**src/rtl/ir_tx_scheduler_if.sv**
```systemverilog
// Transmitter-side bus of the IR TX scheduler: latched frame fields, the send strobe
// and the transmitter busy flag.
interface ir_tx_scheduler_if;
  logic [7:0] oTX_ADDRESS;
  logic [7:0] oTX_COMMAND;
  logic       oTX_SEND;
  logic       iTX_BUSY;

  modport master (
    output oTX_ADDRESS,
    output oTX_COMMAND,
    output oTX_SEND,
    input  iTX_BUSY
  );

  modport slave (
    input  oTX_ADDRESS,
    input  oTX_COMMAND,
    input  oTX_SEND,
    output iTX_BUSY
  );
endinterface

```
**src/rtl/ir_tx_scheduler.sv**
```systemverilog
// Round-robin scheduler sharing one NEC IR transmitter among NUM_REQ requesters.
// Define IR_TX_SCHED_FIXED_PRIO_EN for fixed lowest-index-wins arbitration.
//
// state       | meaning
// S_IDLE      | waiting for a request while the transmitter is idle
// S_SEND      | one-cycle send strobe to the transmitter
// S_WAIT_BUSY | waiting for the transmitter to raise busy (bounded by ACK_TIMEOUT)
// S_WAIT_DONE | frame in flight, waiting for busy to fall
// S_GAP       | enforced inter-frame silence of GAP_CYCLES clocks
module ir_tx_scheduler #(
  parameter int NUM_REQ     = 4,
  parameter int GAP_CYCLES  = 2000000,
  parameter int ACK_TIMEOUT = 1024
) (
  input  logic                   iCLK_50,
  input  logic                   iRST_n,
  input  logic [NUM_REQ-1:0]     iREQ,
  input  logic [8*NUM_REQ-1:0]   iADDR,
  input  logic [8*NUM_REQ-1:0]   iCMD,
  output logic [NUM_REQ-1:0]     oGNT,
  output logic [NUM_REQ-1:0]     oDONE,
  output logic                   oERR,
  output logic                   oBUSY,
  ir_tx_scheduler_if.master      tx
);

  localparam int IDX_W   = (NUM_REQ > 1) ? $clog2(NUM_REQ) : 1;
  localparam int CNT_MAX = (GAP_CYCLES > ACK_TIMEOUT) ? GAP_CYCLES : ACK_TIMEOUT;
  localparam int CNT_W   = $clog2(CNT_MAX + 1);
  // Loaded on the grant edge so the timeout counts from the send strobe itself.
  localparam logic [CNT_W-1:0] ACK_LOAD = CNT_W'((ACK_TIMEOUT > 0) ? ACK_TIMEOUT - 1 : 0);
  localparam logic [CNT_W-1:0] GAP_LOAD = CNT_W'((GAP_CYCLES > 0) ? GAP_CYCLES - 1 : 0);

  typedef enum logic [2:0] {
    S_IDLE,
    S_SEND,
    S_WAIT_BUSY,
    S_WAIT_DONE,
    S_GAP
  } state_t;

  state_t               state_q, state_d;
  logic [CNT_W-1:0]     cnt_q, cnt_d;
  logic [NUM_REQ-1:0]   gnt_q, gnt_d;
  logic [NUM_REQ-1:0]   done_q, done_d;
  logic                 err_q, err_d;
  logic [7:0]           addr_q, addr_d;
  logic [7:0]           cmd_q, cmd_d;

  logic [IDX_W-1:0]     base;
  logic [IDX_W-1:0]     cand;
  logic [IDX_W-1:0]     arb_idx;
  logic                 req_any;

`ifdef IR_TX_SCHED_FIXED_PRIO_EN
  assign base = '0;
`else
  logic [IDX_W-1:0]     ptr_q, ptr_d;
  logic [IDX_W-1:0]     win_q, win_d;
  assign base = ptr_q;
`endif

  // Scan from the highest offset down so the last hit is the first requester at/after base.
  always_comb begin
    arb_idx = '0;
    req_any = 1'b0;
    cand    = '0;
    for (int k = NUM_REQ - 1; k >= 0; k--) begin
      cand = IDX_W'((int'(base) + k) % NUM_REQ);
      if (iREQ[cand]) begin
        arb_idx = cand;
        req_any = 1'b1;
      end
    end
  end

  always_comb begin
    state_d = state_q;
    cnt_d   = cnt_q;
    gnt_d   = gnt_q;
    done_d  = '0;
    err_d   = 1'b0;
    addr_d  = addr_q;
    cmd_d   = cmd_q;
`ifndef IR_TX_SCHED_FIXED_PRIO_EN
    ptr_d   = ptr_q;
    win_d   = win_q;
`endif
    case (state_q)
      S_IDLE: begin
        if (req_any && !tx.iTX_BUSY) begin
          gnt_d   = {{(NUM_REQ-1){1'b0}}, 1'b1} << arb_idx;
          addr_d  = iADDR[{arb_idx, 3'b000} +: 8];
          cmd_d   = iCMD[{arb_idx, 3'b000} +: 8];
          cnt_d   = ACK_LOAD;
          state_d = S_SEND;
`ifndef IR_TX_SCHED_FIXED_PRIO_EN
          win_d   = arb_idx;
`endif
        end
      end
      S_SEND: begin
        if (cnt_q != '0) cnt_d = cnt_q - CNT_W'(1);
        state_d = S_WAIT_BUSY;
      end
      S_WAIT_BUSY: begin
        if (tx.iTX_BUSY) begin
          state_d = S_WAIT_DONE;
        end else if (cnt_q == '0) begin
          // Timed-out frames leave the pointer alone and skip the gap.
          done_d  = gnt_q;
          err_d   = 1'b1;
          gnt_d   = '0;
          state_d = S_IDLE;
        end else begin
          cnt_d = cnt_q - CNT_W'(1);
        end
      end
      S_WAIT_DONE: begin
        if (!tx.iTX_BUSY) begin
          done_d  = gnt_q;
          gnt_d   = '0;
          cnt_d   = GAP_LOAD;
          state_d = S_GAP;
`ifndef IR_TX_SCHED_FIXED_PRIO_EN
          ptr_d   = (win_q == IDX_W'(NUM_REQ - 1)) ? '0 : win_q + IDX_W'(1);
`endif
        end
      end
      S_GAP: begin
        if (cnt_q == '0) state_d = S_IDLE;
        else             cnt_d   = cnt_q - CNT_W'(1);
      end
      default: state_d = S_IDLE;
    endcase
  end

  always_ff @(posedge iCLK_50 or negedge iRST_n) begin
    if (!iRST_n) begin
      state_q <= S_IDLE;
      cnt_q   <= '0;
      gnt_q   <= '0;
      done_q  <= '0;
      err_q   <= 1'b0;
      addr_q  <= '0;
      cmd_q   <= '0;
`ifndef IR_TX_SCHED_FIXED_PRIO_EN
      ptr_q   <= '0;
      win_q   <= '0;
`endif
    end else begin
      state_q <= state_d;
      cnt_q   <= cnt_d;
      gnt_q   <= gnt_d;
      done_q  <= done_d;
      err_q   <= err_d;
      addr_q  <= addr_d;
      cmd_q   <= cmd_d;
`ifndef IR_TX_SCHED_FIXED_PRIO_EN
      ptr_q   <= ptr_d;
      win_q   <= win_d;
`endif
    end
  end

  assign oGNT           = gnt_q;
  assign oDONE          = done_q;
  assign oERR           = err_q;
  assign oBUSY          = (state_q != S_IDLE);
  assign tx.oTX_ADDRESS = addr_q;
  assign tx.oTX_COMMAND = cmd_q;
  assign tx.oTX_SEND    = (state_q == S_SEND);

endmodule

```
**src/flat_wrapper.sv**
```systemverilog
// flat-port wrapper written by rule: the top's interface ports become plain ports
module ir_tx_scheduler_flat 
#(
  parameter int NUM_REQ     = 4,
  parameter int GAP_CYCLES  = 2000000,
  parameter int ACK_TIMEOUT = 1024
)
  (iCLK_50, iRST_n, iREQ, iADDR, iCMD, oGNT, oDONE, oERR, oBUSY, tx_oTX_ADDRESS, tx_oTX_COMMAND, tx_oTX_SEND, tx_iTX_BUSY);
  ir_tx_scheduler_if tx_i ();
  input  logic iCLK_50;
  input  logic iRST_n;
  input  logic [NUM_REQ-1:0] iREQ;
  input  logic [8*NUM_REQ-1:0] iADDR;
  input  logic [8*NUM_REQ-1:0] iCMD;
  output logic [NUM_REQ-1:0] oGNT;
  output logic [NUM_REQ-1:0] oDONE;
  output logic oERR;
  output logic oBUSY;
  output wire logic [$bits(tx_i.oTX_ADDRESS)-1:0] tx_oTX_ADDRESS;
  output wire logic [$bits(tx_i.oTX_COMMAND)-1:0] tx_oTX_COMMAND;
  output wire logic [$bits(tx_i.oTX_SEND)-1:0] tx_oTX_SEND;
  input wire logic [$bits(tx_i.iTX_BUSY)-1:0] tx_iTX_BUSY;
  assign tx_oTX_ADDRESS = tx_i.oTX_ADDRESS;
  assign tx_oTX_COMMAND = tx_i.oTX_COMMAND;
  assign tx_oTX_SEND = tx_i.oTX_SEND;
  assign tx_i.iTX_BUSY = tx_iTX_BUSY;
  ir_tx_scheduler #(.NUM_REQ(NUM_REQ), .GAP_CYCLES(GAP_CYCLES), .ACK_TIMEOUT(ACK_TIMEOUT)) u_core (.iCLK_50(iCLK_50), .iRST_n(iRST_n), .iREQ(iREQ), .iADDR(iADDR), .iCMD(iCMD), .oGNT(oGNT), .oDONE(oDONE), .oERR(oERR), .oBUSY(oBUSY), .tx(tx_i));
endmodule
```
**config.mk**
```make
export PLATFORM = sky130hd
export DESIGN_NAME = ir_tx_scheduler_flat
export DESIGN_NICKNAME = d
export VERILOG_FILES = /design/src/rtl/ir_tx_scheduler_if.sv /design/src/rtl/ir_tx_scheduler.sv /design/src/flat_wrapper.sv
export SDC_FILE = /design/constraint.sdc
export NUM_CORES = 1
export LEC_CHECK = 0
export CORE_ASPECT_RATIO = 1.4
export CORE_UTILIZATION = 55
export CTS_BUF_LIST = sky130_fd_sc_hd__clkbuf_4 sky130_fd_sc_hd__clkbuf_8
export CTS_CLUSTER_SIZE = 25
export DETAILED_ROUTE_END_ITERATION = 16
export DONT_BUFFER_PORTS = 1
export PLACE_DENSITY_LB_ADDON = 0.2
export SLEW_MARGIN = 20
export SYNTH_ARGS = -nofsm -noshare
export SYNTH_HDL_FRONTEND = slang
export SYNTH_SLANG_ARGS = --single-unit
```
**constraint.sdc**
```tcl
create_clock -name iCLK_50 -period 2.7 [get_ports iCLK_50]
set_input_delay 0.675 -clock iCLK_50 [delete_from_list [all_inputs] [get_ports iCLK_50]]
set_output_delay 0.675 -clock iCLK_50 [all_outputs]
set_load 0.02 [all_outputs]
```
* Word-level counts from Yosys, hierarchy flattened *
Index checks and enable logic that the tools add are counted.

word-level totals
  input port bits = 71
  output and inout port bits = 27
  flip-flop bits (word level) = 53
  word-level logic and storage cells = 85

cells by class
  multiplexer cells = 40
  shifts and indexed selects = 3
  $add $sub $neg = 5
  equality and inequality tests = 10
  reduce and logical (&&, ||, !) cells = 13
  bitwise logic cells = 1
  magnitude comparators = 4

operators with widths
  operator                 number
  $mux W21                 5
  $pmux W21 S5             1
  $shiftx A32 B6 Y8        2
  $mux W4                  7
  $logic_not A21 Y1        1
  $reduce_bool A21 Y1      1
  $sub A21 B1 Y21 const B  1
  $pmux W3 S5              1
  $lt A2 B3 Y1 const B     4
  $mux W3                  4
  $pmux W4 S3              1
  $mux W1                  11
  $mux W2                  5
  $reduce_and A5 Y1        2
  $bmux W1 S2              4
  $pmux W4 S2              1
  $eq A3 B2 Y1 const B     2
  $ne A2 B1 Y1 const B     3
  $reduce_and A2 Y1        3
  $reduce_bool A3 Y1       2
  $reduce_bool A5 Y1       1
  $add A2 B1 Y2 const B    2
  $add A2 B2 Y2 const B    2
  $ne A2 B2 Y1 const B     2
  8 further kinds          8

* Logic depth before layout (Yosys ltp) *
  word-level depth = 10
  depth in mapped cells = 9
  depth with buffers taken out = 8

* Worst setup path after synthesis *
No wires, ideal clock.

  path kind = input to register
  start point = input iREQ[1]
  end point = register u_core.cnt_q[7]
  buffers on the path = 2
  required time = 2544 ps
  cell stages on the path = 5
  path slack = 512 ps
  setup time = 156 ps
  arrival time = 2032 ps
  path through = o41ai_1 or3_1 clkbuf_1 clkbuf_1 o311ai_0

between the ends
  cells in the longest elaborated chain, start to end = 9
  elaborated cells between the ends (all ways) = 15
  those cells by class = eq/ne (1); mux (12); reduce/logical (2)

ends and longest elaborated chain
  element                               RTL line                text
  start, declared                       flat_wrapper.sv:12      input logic [NUM_REQ-1:0] iREQ;
  $bmux W1 S2                           ir_tx_scheduler.sv:70   if (iREQ[cand]) begin
  $mux W1 (implied by the code)         ir_tx_scheduler.sv:70
  $mux W1 (3 in a row)                  ir_tx_scheduler.sv:70
  $mux W1 *                             ir_tx_scheduler.sv:70
  $logic_and A1 B1 Y1 *                 ir_tx_scheduler.sv:91   if (req_any && !tx.iTX_BUSY) begin
  $ne A2 B1 Y1 (no source line) *       --
  $reduce_and A5 Y1 (no source line) *  --
  end signal, assigned                  ir_tx_scheduler.sv:153  cnt_q <= cnt_d;
  end, declared                         ir_tx_scheduler.sv:43   logic [CNT_W-1:0] cnt_q, cnt_d;

Every way passes the cells marked *; elsewhere a longest branch is shown, timed or not. The select of a mux whose other input is x is not followed.
A chain may end at the register's enable or synchronous reset.

* Worst setup path in the final report *
  start point = register u_core.cnt_q[9]
  end point = register u_core.cnt_q[20]

between the ends
  cells in the longest elaborated chain, start to end = 4
  elaborated cells between the ends (all ways) = 9
  those cells by class = add/sub (1); eq/ne (1); mux (4); reduce/logical (3)

ends and longest elaborated chain
  element                                               RTL line                                        text
  $sub A21 B1 Y21 or $logic_not A21 Y1 (tied branches)  --
  $mux W21                                              ir_tx_scheduler.sv:109, ir_tx_scheduler.sv:131
  $mux W21                                              ir_tx_scheduler.sv:107                          if (tx.iTX_BUSY) begin
  $pmux W21 S5                                          ir_tx_scheduler.sv:89                           case (state_q)

Several ways; a longest one is shown, not always the timed one. The select of a mux whose other input is x is not followed.

==> results.md <==
* Status: completed
* Most frequent cells in the layout: dfrtp_1 (53), nand2_1 (36), mux2i_1 (33)
* N_diodes at 0
* Max-cap violations at 0
* Pwr dens at between 1000 and 1500 nW/µm²
* Initial antenna violation count at 0
* Worst r2r src: u_core.cnt_q[9]
* DRT antenna net count at 0
* RSZ-0062 raised after global routing: no
* All-Layer GR Usage at approximately 26%
* CTS clk-pin slew, worst paths at around 0.1 ns
* DRC viols at 0
* Area contributors post-synth: dfrtp_1 (43%), mux2i_1 (11%), o221ai_1 (4.5%), nand2_1 (4.4%), nor3_1 (2.6%)
* Commonest non-fill, non-tap cell in the layout: dfrtp_1
* Crit path required time at 2.96 ns
* Total die area at slightly below 6000 µm²
* Synth Register Bits at 53
* Die Y at between 90 and 100 µm
* Area post-placement at approximately 3200 µm²
* Routability cong. at about 0.9
* Static Leakage at 0.001501 µW
* Drt wl/cell at 18.15 µm
* Die Wd at around 65 µm
* Clk buf depth at 2
* Mapped Cells at between 300 and 400
* CP Launch Type: register
* Mapped Avg Cell Area at 9.540 µm²
* Crit path time final at between 2 and 2.5 ns
* Max Clock Skew at just under 0.009 ns
* Critical path peak fanout at 13
* H-tree levels at 2
* Core Area at roughly 5500 µm²
* Origin of the worst setup path: u_core.cnt_q[9]
* Worst setup endpoint: u_core.cnt_q[20]
* DP Cell Count at around 390
* Flop-to-flop setup slack at 0.38 ns
* EDFF count, synth at 0
* Synth-to-layout area growth at 6.618%
* Peak supply drop at ~540 µV
* CTS Sinks at 53
* Setup Fix Bufs, Post-CTS at 0
* Root Driver: clkbuf_8
* End of the worst register-to-register path: u_core.cnt_q[20]
* Number of library cell types mapped by synthesis at 52
* I/O pin count at approximately 100
* Reg2Reg Depth at 6
* First-pass detailed-route iteration total at 4
* Crit path arrival time at about 2.6 ns
* Resized cells post-CTS at 0
* Crit path kind: reg2reg
* Fin area at 3306 µm²
* DR iter-0 viols at approximately 180
* Routed wire length at around 7000 µm
* Area of the mapped netlist at about 3100 µm²
* Clock Latency Late Sink at 0.32 ns
* Cts-stage hold buffer count at 0
* CTS tree: done
* Crit. End Element: register
* Grt ovf at 0
* Final #Nets at 400
* Vias in the first global route at roughly 2500
* Pins over their slew limit at 0
* Effective utilization at floorplan at 56.52%
* Worst rel slew slack at 59.11%
* Seq/Total Area, Yosys at a little over two fifths
* Fin util at 60.26%
* Pin count of the biggest net entering global routing at 54
* Min-Delay Path Class: in2async
* Cell taking the most area after synthesis: dfrtp_1
* Prevailing post-synth register cell: dfrtp_1
* Via count at 2538
* Final Hold Fails at 0
* DP HPWL at around 5200 µm
* Setup_tns at 0 ns
* FMAX at between 0.4 and 0.5 GHz
* Final setup fails at 0
* Via density at about 6.4
* Share of layout cells above drive strength 1 at about a tenth
* Area share of the largest cell type after synthesis at between 40% and 50%
* Asr flop ratio synth at 100.0%
* Num CTS Buffers at 5
* FILL cells at approximately 460
* PortBufs at 0
* Layout Cells excl Fill at a little under 400
* Row count at 32
* Synth warnings at 0
* First-pass GRT wire length at 12010 µm
* Syn Nets at about 400
* Worst-margin pin slew at between 0.6 and 0.7 ns
* Hold slack at 0.03675 ns
* Tcrit/Tclk final at between 80 and 90%
-- cells by family (layout without fill, tap and decap cells) --
group | Yosys count | count (layout) | synth area share [%]
and+or+nand+nor | 118 | 118 | 19.69
muxes | 34 | 34 | 11.02
buffers and inverters | 27 | 29 | 3.914
xor gates and xnor gates | 1 | 1 | 0.2825
adders and majority gates | 3 | 3 | 1.211
DFF | 53 | 53 | 42.78
AOI/OAI and AO/OA | 89 | 89 | 21.11
-- power by group --
group	internal (µW)	total, µW	switching [µW]
sequential	1060	1520	456
clock	193	466	273
combinational	737	1770	1030
-- synthesized netlist by cell type (4+ instances only) --
| cell | count |
|---|---|
| dfrtp_1 | 53 |
| nand2_1 | 36 |
| mux2i_1 | 33 |
| nor2_1 | 21 |
| nor3_1 | 16 |
| o221ai_1 | 16 |
| a21oi_1 | 15 |
| o21ai_0 | 12 |
| clkbuf_1 | 11 |
| inv_1 | 9 |
| a22o_1 | 7 |
| nand2b_1 | 7 |
| nand3_1 | 7 |
| o21ai_1 | 7 |
| and2_1 | 6 |
| o31ai_1 | 6 |
| o22ai_1 | 5 |
| or3_1 | 5 |
| buf_2 | 4 |
-- state kept, by name, summed over array words and instances (netlist names) --
name / count
u_core.cnt_q: 21
u_core.tx.oTX_ADDRESS: 8
u_core.tx.oTX_COMMAND: 8
u_core.oDONE: 4
u_core.oGNT: 4
u_core.state_q: 3
u_core.base: 2
u_core.win_q: 2
u_core.oERR: 1
-- worst min path at each step --
stage,to,slack [ns]
global placement,u_core.cnt_q[16],0.38
CTS,u_core.cnt_q[16],0.04
floorplan,u_core.base[0],0.38
global route,u_core.tx.oTX_COMMAND[1],0.02
detailed placement,u_core.cnt_q[16],0.38
finish,u_core.cnt_q[16],0.04
-- cell type report --
type | count | area (µm²) | area share [%]
tap | 68 | 85.08 | 2.574
clock buffer | 6 | 76.32 | 2.309
sequential | 53 | 1326 | 40.12
multi-input combinational | 245 | 1667 | 50.42
inverter | 9 | 33.78 | 1.022
timing repair buffer | 12 | 102.6 | 3.104
clock inverter | 2 | 15.01 | 0.4542
-- stage by stage --
step           worst slack, ns  power, µW
4_1_cts                 0.3882       3750
3_3_place_gp            0.4263       3241
5_1_grt                 0.2535       4025
3_5_place_dp            0.3914       3292
6_report                0.3839       3749
2_1_floorplan           0.5124       2845
-- layer usage --
layer / GRT usage, % / vias up / wire length (µm)
li1: - / 1216 / -
met1: 31.07 / 1209 / 2877
met2: 45.10 / 102 / 3718
met3: 4.798 / 11 / 413
met4: 9.601 / 0 / 159
met5: 0 / - / 0
-- worst max-delay path, cell delays in order (launching register included) --
cell	delay (ns)
dfrtp_1	0.46
or4_4	0.56
nand3b_4	0.22
o22ai_4	0.23
o211ai_2	0.30
nor2_1	0.31
a221o_1	0.18
(Power assumes the default switching activity.)
